**config.mk**
```make
export PLATFORM = sky130hd
export DESIGN_NAME = dm_port_arbiter
export DESIGN_NICKNAME = d
export VERILOG_FILES = /design/src/rtl/dm_port_arbiter.sv
export SDC_FILE = /design/constraint.sdc
export NUM_CORES = 1
export LEC_CHECK = 0
export CAP_MARGIN = 20
export CORE_AREA = 2 2 236 238
export CTS_BUF_LIST = sky130_fd_sc_hd__clkbuf_4 sky130_fd_sc_hd__clkbuf_8
export CTS_CLUSTER_DIAMETER = 40
export DETAILED_ROUTE_END_ITERATION = 16
export DIE_AREA = 0 0 238 240
export PLACE_DENSITY = 0.43
export SYNTH_ARGS = -nofsm -noshare
export SYNTH_HDL_FRONTEND = slang
export SYNTH_SLANG_ARGS = --single-unit
export TNS_END_PERCENT = 50
```
**constraint.sdc**
```tcl
create_clock -name clk -period 2.1 [get_ports clk]
set_clock_uncertainty 0.2 [all_clocks]
set_input_delay 0.21 -clock clk [delete_from_list [all_inputs] [get_ports clk]]
set_output_delay 0.21 -clock clk [all_outputs]
set_load 0.02 [all_outputs]
```
**src/rtl/dm_port_arbiter.sv**
```systemverilog
// Two-port arbiter in front of the single synchronous-read data memory.
// Port P (pipeline) wins by default. Port A (aux/debug/DMA) wins when P is
// idle, when it has been refused MAX_WAIT times in a row, or while A holds the
// lock. The lock is force-released after LOCK_MAX cycles and o_lock_abort
// pulses for one cycle. Read data is steered back to the port that issued the
// read, one cycle after the access.
//
//   state  | meaning
//   -------+-----------------------------------------------------------
//   IDLE   | normal arbitration: P priority, A anti-starvation via wait_cnt
//   LOCKED | A owns the memory; P is stalled; lock_cnt counts held cycles
module dm_port_arbiter #(
  parameter int ALEN     = 64,
  parameter int DLEN     = 64,
  parameter int BEN      = 8,
  parameter int MAX_WAIT = 4,
  parameter int LOCK_MAX = 8
) (
  input  logic            clk,
  input  logic            rst,
  input  logic            i_p_req,
  input  logic [ALEN-1:0] i_p_addr,
  input  logic [BEN-1:0]  i_p_wen,
  input  logic [DLEN-1:0] i_p_wdata,
  output logic            o_p_gnt,
  output logic            o_p_rvalid,
  output logic [DLEN-1:0] o_p_rdata,
  output logic            o_p_stall,
  input  logic            i_a_req,
  input  logic            i_a_lock,
  input  logic [ALEN-1:0] i_a_addr,
  input  logic [BEN-1:0]  i_a_wen,
  input  logic [DLEN-1:0] i_a_wdata,
  output logic            o_a_gnt,
  output logic            o_a_rvalid,
  output logic [DLEN-1:0] o_a_rdata,
  output logic            o_lock_abort,
  output logic [ALEN-1:0] o_mem_addr,
  output logic [BEN-1:0]  o_mem_wen,
  output logic [DLEN-1:0] o_mem_wdata,
  input  logic [DLEN-1:0] i_mem_rdata
);

  localparam int WW = $clog2(MAX_WAIT + 1);
  localparam int LW = $clog2(LOCK_MAX + 1);

  typedef enum logic {
    IDLE   = 1'b0,
    LOCKED = 1'b1
  } state_t;

  state_t          state, state_nx;
  logic [WW-1:0]   wait_cnt, wait_nx;
  logic [LW-1:0]   lock_cnt, lock_nx;
  logic            abort_nx;
  logic            p_gnt, a_gnt;
  logic            p_rvalid, a_rvalid, lock_abort;

  // Grant decision plus next state, counters and abort pulse.
  always_comb begin
    p_gnt    = 1'b0;
    a_gnt    = 1'b0;
    state_nx = state;
    lock_nx  = lock_cnt;
    abort_nx = 1'b0;
    wait_nx  = wait_cnt;

    unique case (state)
      IDLE: begin
        a_gnt = i_a_req && (!i_p_req || (wait_cnt == WW'(MAX_WAIT)));
        p_gnt = i_p_req && !a_gnt;
        if (a_gnt && i_a_lock) begin
          state_nx = LOCKED;
          lock_nx  = LW'(1);
        end
      end
      LOCKED: begin
        a_gnt = i_a_req;
        // Timeout takes precedence; an A access in this cycle still happens
        // but cannot extend the lock.
        if (lock_cnt == LW'(LOCK_MAX)) begin
          state_nx = IDLE;
          lock_nx  = '0;
          abort_nx = 1'b1;
        end else if (a_gnt && !i_a_lock) begin
          state_nx = IDLE;
          lock_nx  = '0;
        end else begin
          lock_nx  = lock_cnt + LW'(1);
        end
      end
      default: begin
        state_nx = IDLE;
        lock_nx  = '0;
      end
    endcase

    if (!i_a_req || a_gnt) begin
      wait_nx = '0;
    end else if (wait_cnt != WW'(MAX_WAIT)) begin
      wait_nx = wait_cnt + WW'(1);
    end
  end

  // State, counters and read-return flags.
  always_ff @(posedge clk) begin
    if (rst) begin
      state      <= IDLE;
      wait_cnt   <= '0;
      lock_cnt   <= '0;
      p_rvalid   <= 1'b0;
      a_rvalid   <= 1'b0;
      lock_abort <= 1'b0;
    end else begin
      state      <= state_nx;
      wait_cnt   <= wait_nx;
      lock_cnt   <= lock_nx;
      p_rvalid   <= p_gnt && (i_p_wen == '0);
      a_rvalid   <= a_gnt && (i_a_wen == '0);
      lock_abort <= abort_nx;
    end
  end

  // Memory request mux: address/data default to P so the idle bus is quiet.
  always_comb begin
    o_mem_addr  = i_p_addr;
    o_mem_wdata = i_p_wdata;
    o_mem_wen   = '0;
    if (a_gnt) begin
      o_mem_addr  = i_a_addr;
      o_mem_wdata = i_a_wdata;
      o_mem_wen   = i_a_wen;
    end else if (p_gnt) begin
      o_mem_wen   = i_p_wen;
    end
  end

  assign o_p_gnt      = p_gnt;
  assign o_a_gnt      = a_gnt;
  assign o_p_stall    = i_p_req && !p_gnt;
  assign o_p_rvalid   = p_rvalid;
  assign o_a_rvalid   = a_rvalid;
  assign o_p_rdata    = p_rvalid ? i_mem_rdata : '0;
  assign o_a_rdata    = a_rvalid ? i_mem_rdata : '0;
  assign o_lock_abort = lock_abort;

endmodule

```
==> results.cfg, run 1 <==
[placed_design]
dpl.hpwl_um = 21490
place.gp.congestion = 0.8702
io_buffer_count = 610

[worst_setup_path]
worstReg2RegEnd = lock_cnt[3]
cp_top_family = buffers and inverters
worstPathArrival_ps = 2160
worst_ep_required_time_ps = 1690
crit_type = register to output port
cp_slowest_cell = dfxtp_2
crit_fanout = 5
reg2reg_from = wait_cnt[0]
rrSetupSlack_ps = 220
cp.buffers_inverters = 8
cp-start-kind = register
slowest_delay_ps = 330
endpoint_kind = output port
crit_chain = inv_2, ha_4, nand2_4, a21boi_4, buf_4, buf_12, buf_8, buf_6, buf_6, buf_8, mux2_4, buf_4
cp-startpoint = wait_cnt[0]
r2r_cells = 9

[cts]
cts_tree = built
clock_sinks = 11
htree_levels = 1
clkTransAtPathRegs_ps = 80
root_buffer = clkbuf_8
clk_latency_ps = 270
cts_buffers = 3
cts_buffer_depth = 2

[synthesis]
synth_cell_types = 34
synth_area_leaders = mux2_4, and2_1, buf_12
yosysMostFrequentCell = and2_1
syn-num-nets = 709
netlist.area_leader.share = 0.4517
syn_inst = 364
synth_enable_flop_cells = 0
ys_seq_area_frac = 0.06023
synth_top_flop_cell = dfxtp_1
synthArstFlopShare = 0
synth.avg_cell_area_um2 = 10.04
syn-cell-area_um2 = 3656
synth_largest_area_cell = mux2_4
yosys_register_bits = 11
synth_common_cells = and2_1, mux2_4, mux2_2
yosys_warnings = 0

[final_layout]
num_antenna_cells = 0
nets = 1375
area_delta_synth_final_pct = 217.4
nFillCells = 5991
final_core_util = 0.2123
drive_gt1_frac = 0.3547

[floorplan]
dieArea_um2 = 57120
core.rowCount = 86
start_util = 0.06688
die_h_um = 240
ios = 611
core_area_um2 = 54660
die_x_um = 238

[detailed_routing]
ant_nets = 0
via_count = 5352
drc = 0
vias_per_cell = 3.088
drt_iter0_drc = 68
wl_per_cell_um = 14.91
first_pass_iters = 4
wirelength_um = 25830

[sta]
fin_crit_sh = 1.224
period_minus_slack_ps = 2571
drv_slew = 0
finalSetupViolCount = 138
slew_headroom = 0.8032
fin_hold_ws_ps = 308.4
fmax_mhz = 388.9
hold_viol = 0
rsz0062_at_grt = yes
fin_setup_tns_ps = -46790
worst_pin_slew_ps = 294.8
fin_ws_ps = -471.4

[global_route]
grt_pass1_vias = 5350
track_usage = 0.07769
grt_max_degree = 47
grt_pass1_wl_um = 33440
antenna_found_initial = 2
grt_overflow = 0

[power]
p_leak_nw = 6.861
fin_total_pwr_mw = 2.652
power.density_nw_per_um2 = 228.6
vdd_drop_max_mv = 0.1307

[hold_path]
min_to = lock_cnt[3]
hp-class = register to register
timing.hold.worst.start = lock_cnt[3]
min_path_cells = 1

[status]
failed_checks = setup timing
outcome = finished with violations

[run]
drv_cap = 0
==> per-layer routing <==
layer  part of all wire  GRT usage
met1               0.37    0.08376
met2               0.53     0.1536
met3              0.091    0.02158
met4             0.0072   0.008523
met5                  0          0
==> stage by stage <==
step / setup WS (ps) / instances / cell area, um2
CTS: -710.2 / 1717 / 11060
global route: -600.4 / 1733 / 11600
finish: -471.4 / 1733 / 11600
global placement: -632.6 / 1686 / 10700
detailed placement: -649.6 / 1686 / 10700
floorplan: 184.4 / 364 / 3656
==> sequential cells by signal (all words and copies together), names as in the netlist <==
register,flops
lock_cnt,4
o_a_rvalid,1
o_lock_abort,1
o_p_rvalid,1
state,1
wait_cnt,3
==> worst max-delay path by stage <==
stage / endpoint / cells after the start
finish: o_mem_addr[37] / 12
detailed placement: o_mem_addr[29] / 7
floorplan: o_mem_addr[0] / 7
CTS: o_mem_addr[17] / 10
global route: o_mem_wdata[8] / 11
global placement: o_mem_wdata[7] / 7
==> power by group <==
part / internal, mW / switching [mW] / total, mW
clock network: 0.132 / 0.127 / 0.259
logic: 1.39 / 0.786 / 2.18
registers: 0.213 / 0.00432 / 0.217
==> cell type report <==
type,count,area [um2],area share
repair buffers,693,7297,0.6289
multi-input cells,316,3138,0.2704
well taps,704,880.8,0.07591
flip-flops and latches,11,222.7,0.01919
clock buffers,3,41.29,0.003558
inverters,5,18.77,0.001617
clock inverters,1,5.005,0.0004313
==> logic make-up after synthesis <==
| group | Yosys count | share of synthesized area |
|---|---|---|
| AND/OR/NAND/NOR | 163 | 0.2758 |
| multiplexers | 128 | 0.5072 |
| flip-flops | 11 | 0.06023 |
| buffers and inverters | 37 | 0.09548 |
| AO/OA/AOI/OAI | 21 | 0.04757 |
| adder cells (fa/ha/maj) | 4 | 0.01369 |
==> timing repair <==
action                                  CTS  global route
hold endpoints to repair                  0             0
hold buffers                              0             0
pin swaps                                 2             8
gates cloned                              4             2
endpoints found under the setup margin  149           264
buffers inserted                         23            17
resized for setup                       620           266
==> layout by cell type (no fill, tap or decap), types with 3 or more instances in the layout <==
master,synthesis,layout
clkdlybuf4s50_1,0,353
and2_1,129,128
dlymetal6s2s_1,0,118
mux2_4,110,117
buf_6,3,83
buf_4,2,67
buf_2,1,33
buf_8,0,20
buf_12,11,13
mux2_2,18,11
a22o_1,9,9
dfxtp_1,11,9
nor3_1,7,7
nor2b_1,4,4
and3_1,4,4
nor2_1,4,4
inv_1,5,3
ha_1,4,3
clkbuf_8,0,3
buf_16,0,3
Note: power is estimated with default switching activity, not from simulation.
==> run 2: changes to the inputs <==
--- a/config.mk
+++ b/config.mk
@@ -11,6 +11,7 @@
 export CTS_CLUSTER_DIAMETER = 40
 export DETAILED_ROUTE_END_ITERATION = 16
 export DIE_AREA = 0 0 238 240
+export GPL_TIMING_DRIVEN = 0
 export PLACE_DENSITY = 0.43
 export SYNTH_ARGS = -nofsm -noshare
 export SYNTH_HDL_FRONTEND = slang
==> run 2 against run 1 <==
Net effect: the flow still finishes with violations (setup timing); critical endpoint is now o_mem_wdata[57]; first-iteration DRC count is 53% higher; critical path depth is 2 lower; worst setup slack better by 120 ps.
==> results.cfg, run 2 (synthesis gave the netlist of run 1 again) <==
[status]
outcome = finished with violations
failed_checks = setup timing

[floorplan]
die_h_um = 240
ios = 611
dieArea_um2 = 57120
core.rowCount = 86
core_area_um2 = 54660
die_x_um = 238
start_util = 0.06688

[cts]
clock_sinks = 11
root_buffer = clkbuf_8
cts_buffer_depth = 2
clkTransAtPathRegs_ps = 50
clk_latency_ps = 240
htree_levels = 1
cts-hold-fix-buffers = 0
cts_buffers = 3
cts_tree = built

[hold_path]
hp-class = input port to register

[final_layout]
nets = 1351
area_delta_synth_final_pct = 217.5
final_cell_mix = clkdlybuf4s50_1, and2_1, mux2_4
top_regs = lock_cnt (4), wait_cnt (3)
top_register = lock_cnt
instances_no_fill = 1710
largest_reg_flops = 4
drive_gt1_frac = 0.3393
nFillCells = 5988
final_common_cell = clkdlybuf4s50_1

[worst_setup_path]
endpoint_kind = output port
crit_type = register to output port
crit_fanout = 6
worstPathArrival_ps = 2040
cp-start-kind = register
worst_ep_required_time_ps = 1690

[detailed_routing]
wirelength_um = 25860
wl_per_cell_um = 15.13
drc = 0
vias_per_cell = 3.095
first_pass_iters = 4
ant_nets = 0
via_count = 5293
drt_iter0_drc = 104

[sta]
period_minus_slack_ps = 2446
drv_slew = 0
hold_viol = 0
fmax_mhz = 408.8
fin_hold_ws_ps = 294.7
finalSetupViolCount = 136
rsz0062_at_grt = yes
slew_headroom = 0.5626
fin_ws_ps = -346.4
worst_pin_slew_ps = 656.0
fin_crit_sh = 1.165

[power]
p_int_mw = 1.756
power.density_nw_per_um2 = 228.0
pwr-share-seq = 0.081
netSwitchingPower_mw = 0.8915
p_leak_nw = 6.765
p_clk_frac = 0.090
p_sw_frac = 0.3367
p_comb_frac = 0.829
vdd_drop_max_mv = 0.1455
fin_total_pwr_mw = 2.647

[placed_design]
place.gp.congestion = 0.8380
dp.cells = 1677
place_ws_ps = -977.5
dpl.hpwl_um = 21940
io_buffer_count = 609

[global_route]
track_usage = 0.07879
grt_overflow = 0
grt_max_degree = 12
antenna_found_initial = 1
grt_pass1_vias = 5548
grt_pass1_wl_um = 34270

[run]
drv_cap = 0
-- run 2: cell count changes in the layout (fill, tap and decap cells not counted), sizes merged, moves of 2 or more --
cell	delta
dlymetal6s2s	-2
dlygate4sd2	+4
clkbuf	+15
buf	-46
clkdlybuf4s15	+5
-- run 2: worst paths after layout --
kind	depth (start not counted)	slack, ps	endpoint	startpoint
worst max register to register	10	230	o_a_rvalid	wait_cnt[0]
worst min-delay path	4	290	wait_cnt[2]	i_a_req
worst max-delay path	10	-350	o_mem_wdata[57]	wait_cnt[0]
worst min register to register	1	310	lock_cnt[3]	lock_cnt[3]
-- run 2: power by group through the flow --
| stage | clock (mW) | combinational [mW] | sequential (mW) |
|---|---|---|---|
| after global routing | 0.274 | 2.30 | 0.214 |
| final | 0.238 | 2.20 | 0.214 |
| after floorplan | 0 | 0.835 | 0.220 |
| after global placement | 0 | 2.03 | 0.220 |
| after CTS | 0.257 | 2.11 | 0.216 |
| after detailed placement | 0 | 2.03 | 0.220 |
-- run 2: area by class of cell --
cell class,count,area (um2),share of cell area
multi-input cells,316,3149,0.2713
clock buffers,4,48.80,0.004204
diodes,1,2.502,0.0002156
flip-flops and latches,11,231.5,0.01994
plain buffers,29,371.6,0.03201
repair buffers,640,6905,0.5948
inverters,5,18.77,0.001617
well taps,704,880.8,0.07588
-- run 2: stage by stage --
stage | cell area [um2] | utilization | TNS (ps)
3_3_place_gp | 10630 | 0.1945 | -138880
2_1_floorplan | 3656 | - | 0
4_1_cts | 10980 | 0.2009 | -83140
5_1_grt | 11610 | 0.2123 | -46910
3_5_place_dp | 10630 | 0.1945 | -139240
6_report | 11610 | 0.2124 | -35310
-- run 2: routing by layer --
| metal | global-route usage | vias up | part of all wire |
|---|---|---|---|
| li1 | - | 2551 | - |
| met1 | 0.08188 | 2404 | 0.35 |
| met2 | 0.1620 | 326 | 0.55 |
| met3 | 0.01883 | 12 | 0.089 |
| met4 | 0.008712 | 0 | 0.0089 |
| met5 | 0 | - | 0 |
-- run 2: repair_timing --
| action | 4_1_cts | 5_1_grt |
|---|---|---|
| gates resized for setup | 674 | 299 |
| buffers inserted | 16 | 7 |
| endpoints found under the setup margin | 268 | 267 |
| gates cloned | 7 | 4 |
| pin swaps | 10 | 2 |
-- run 2: worst max-delay path, cell delays in order, from the launching register on --
cell       delay [ps]
dfxtp_2           320
inv_2              70
ha_4              150
nand2_4            60
a21boi_4          150
buf_12            170
clkbuf_16         190
buf_12            130
buf_12            100
mux2_4            290
buf_6             130
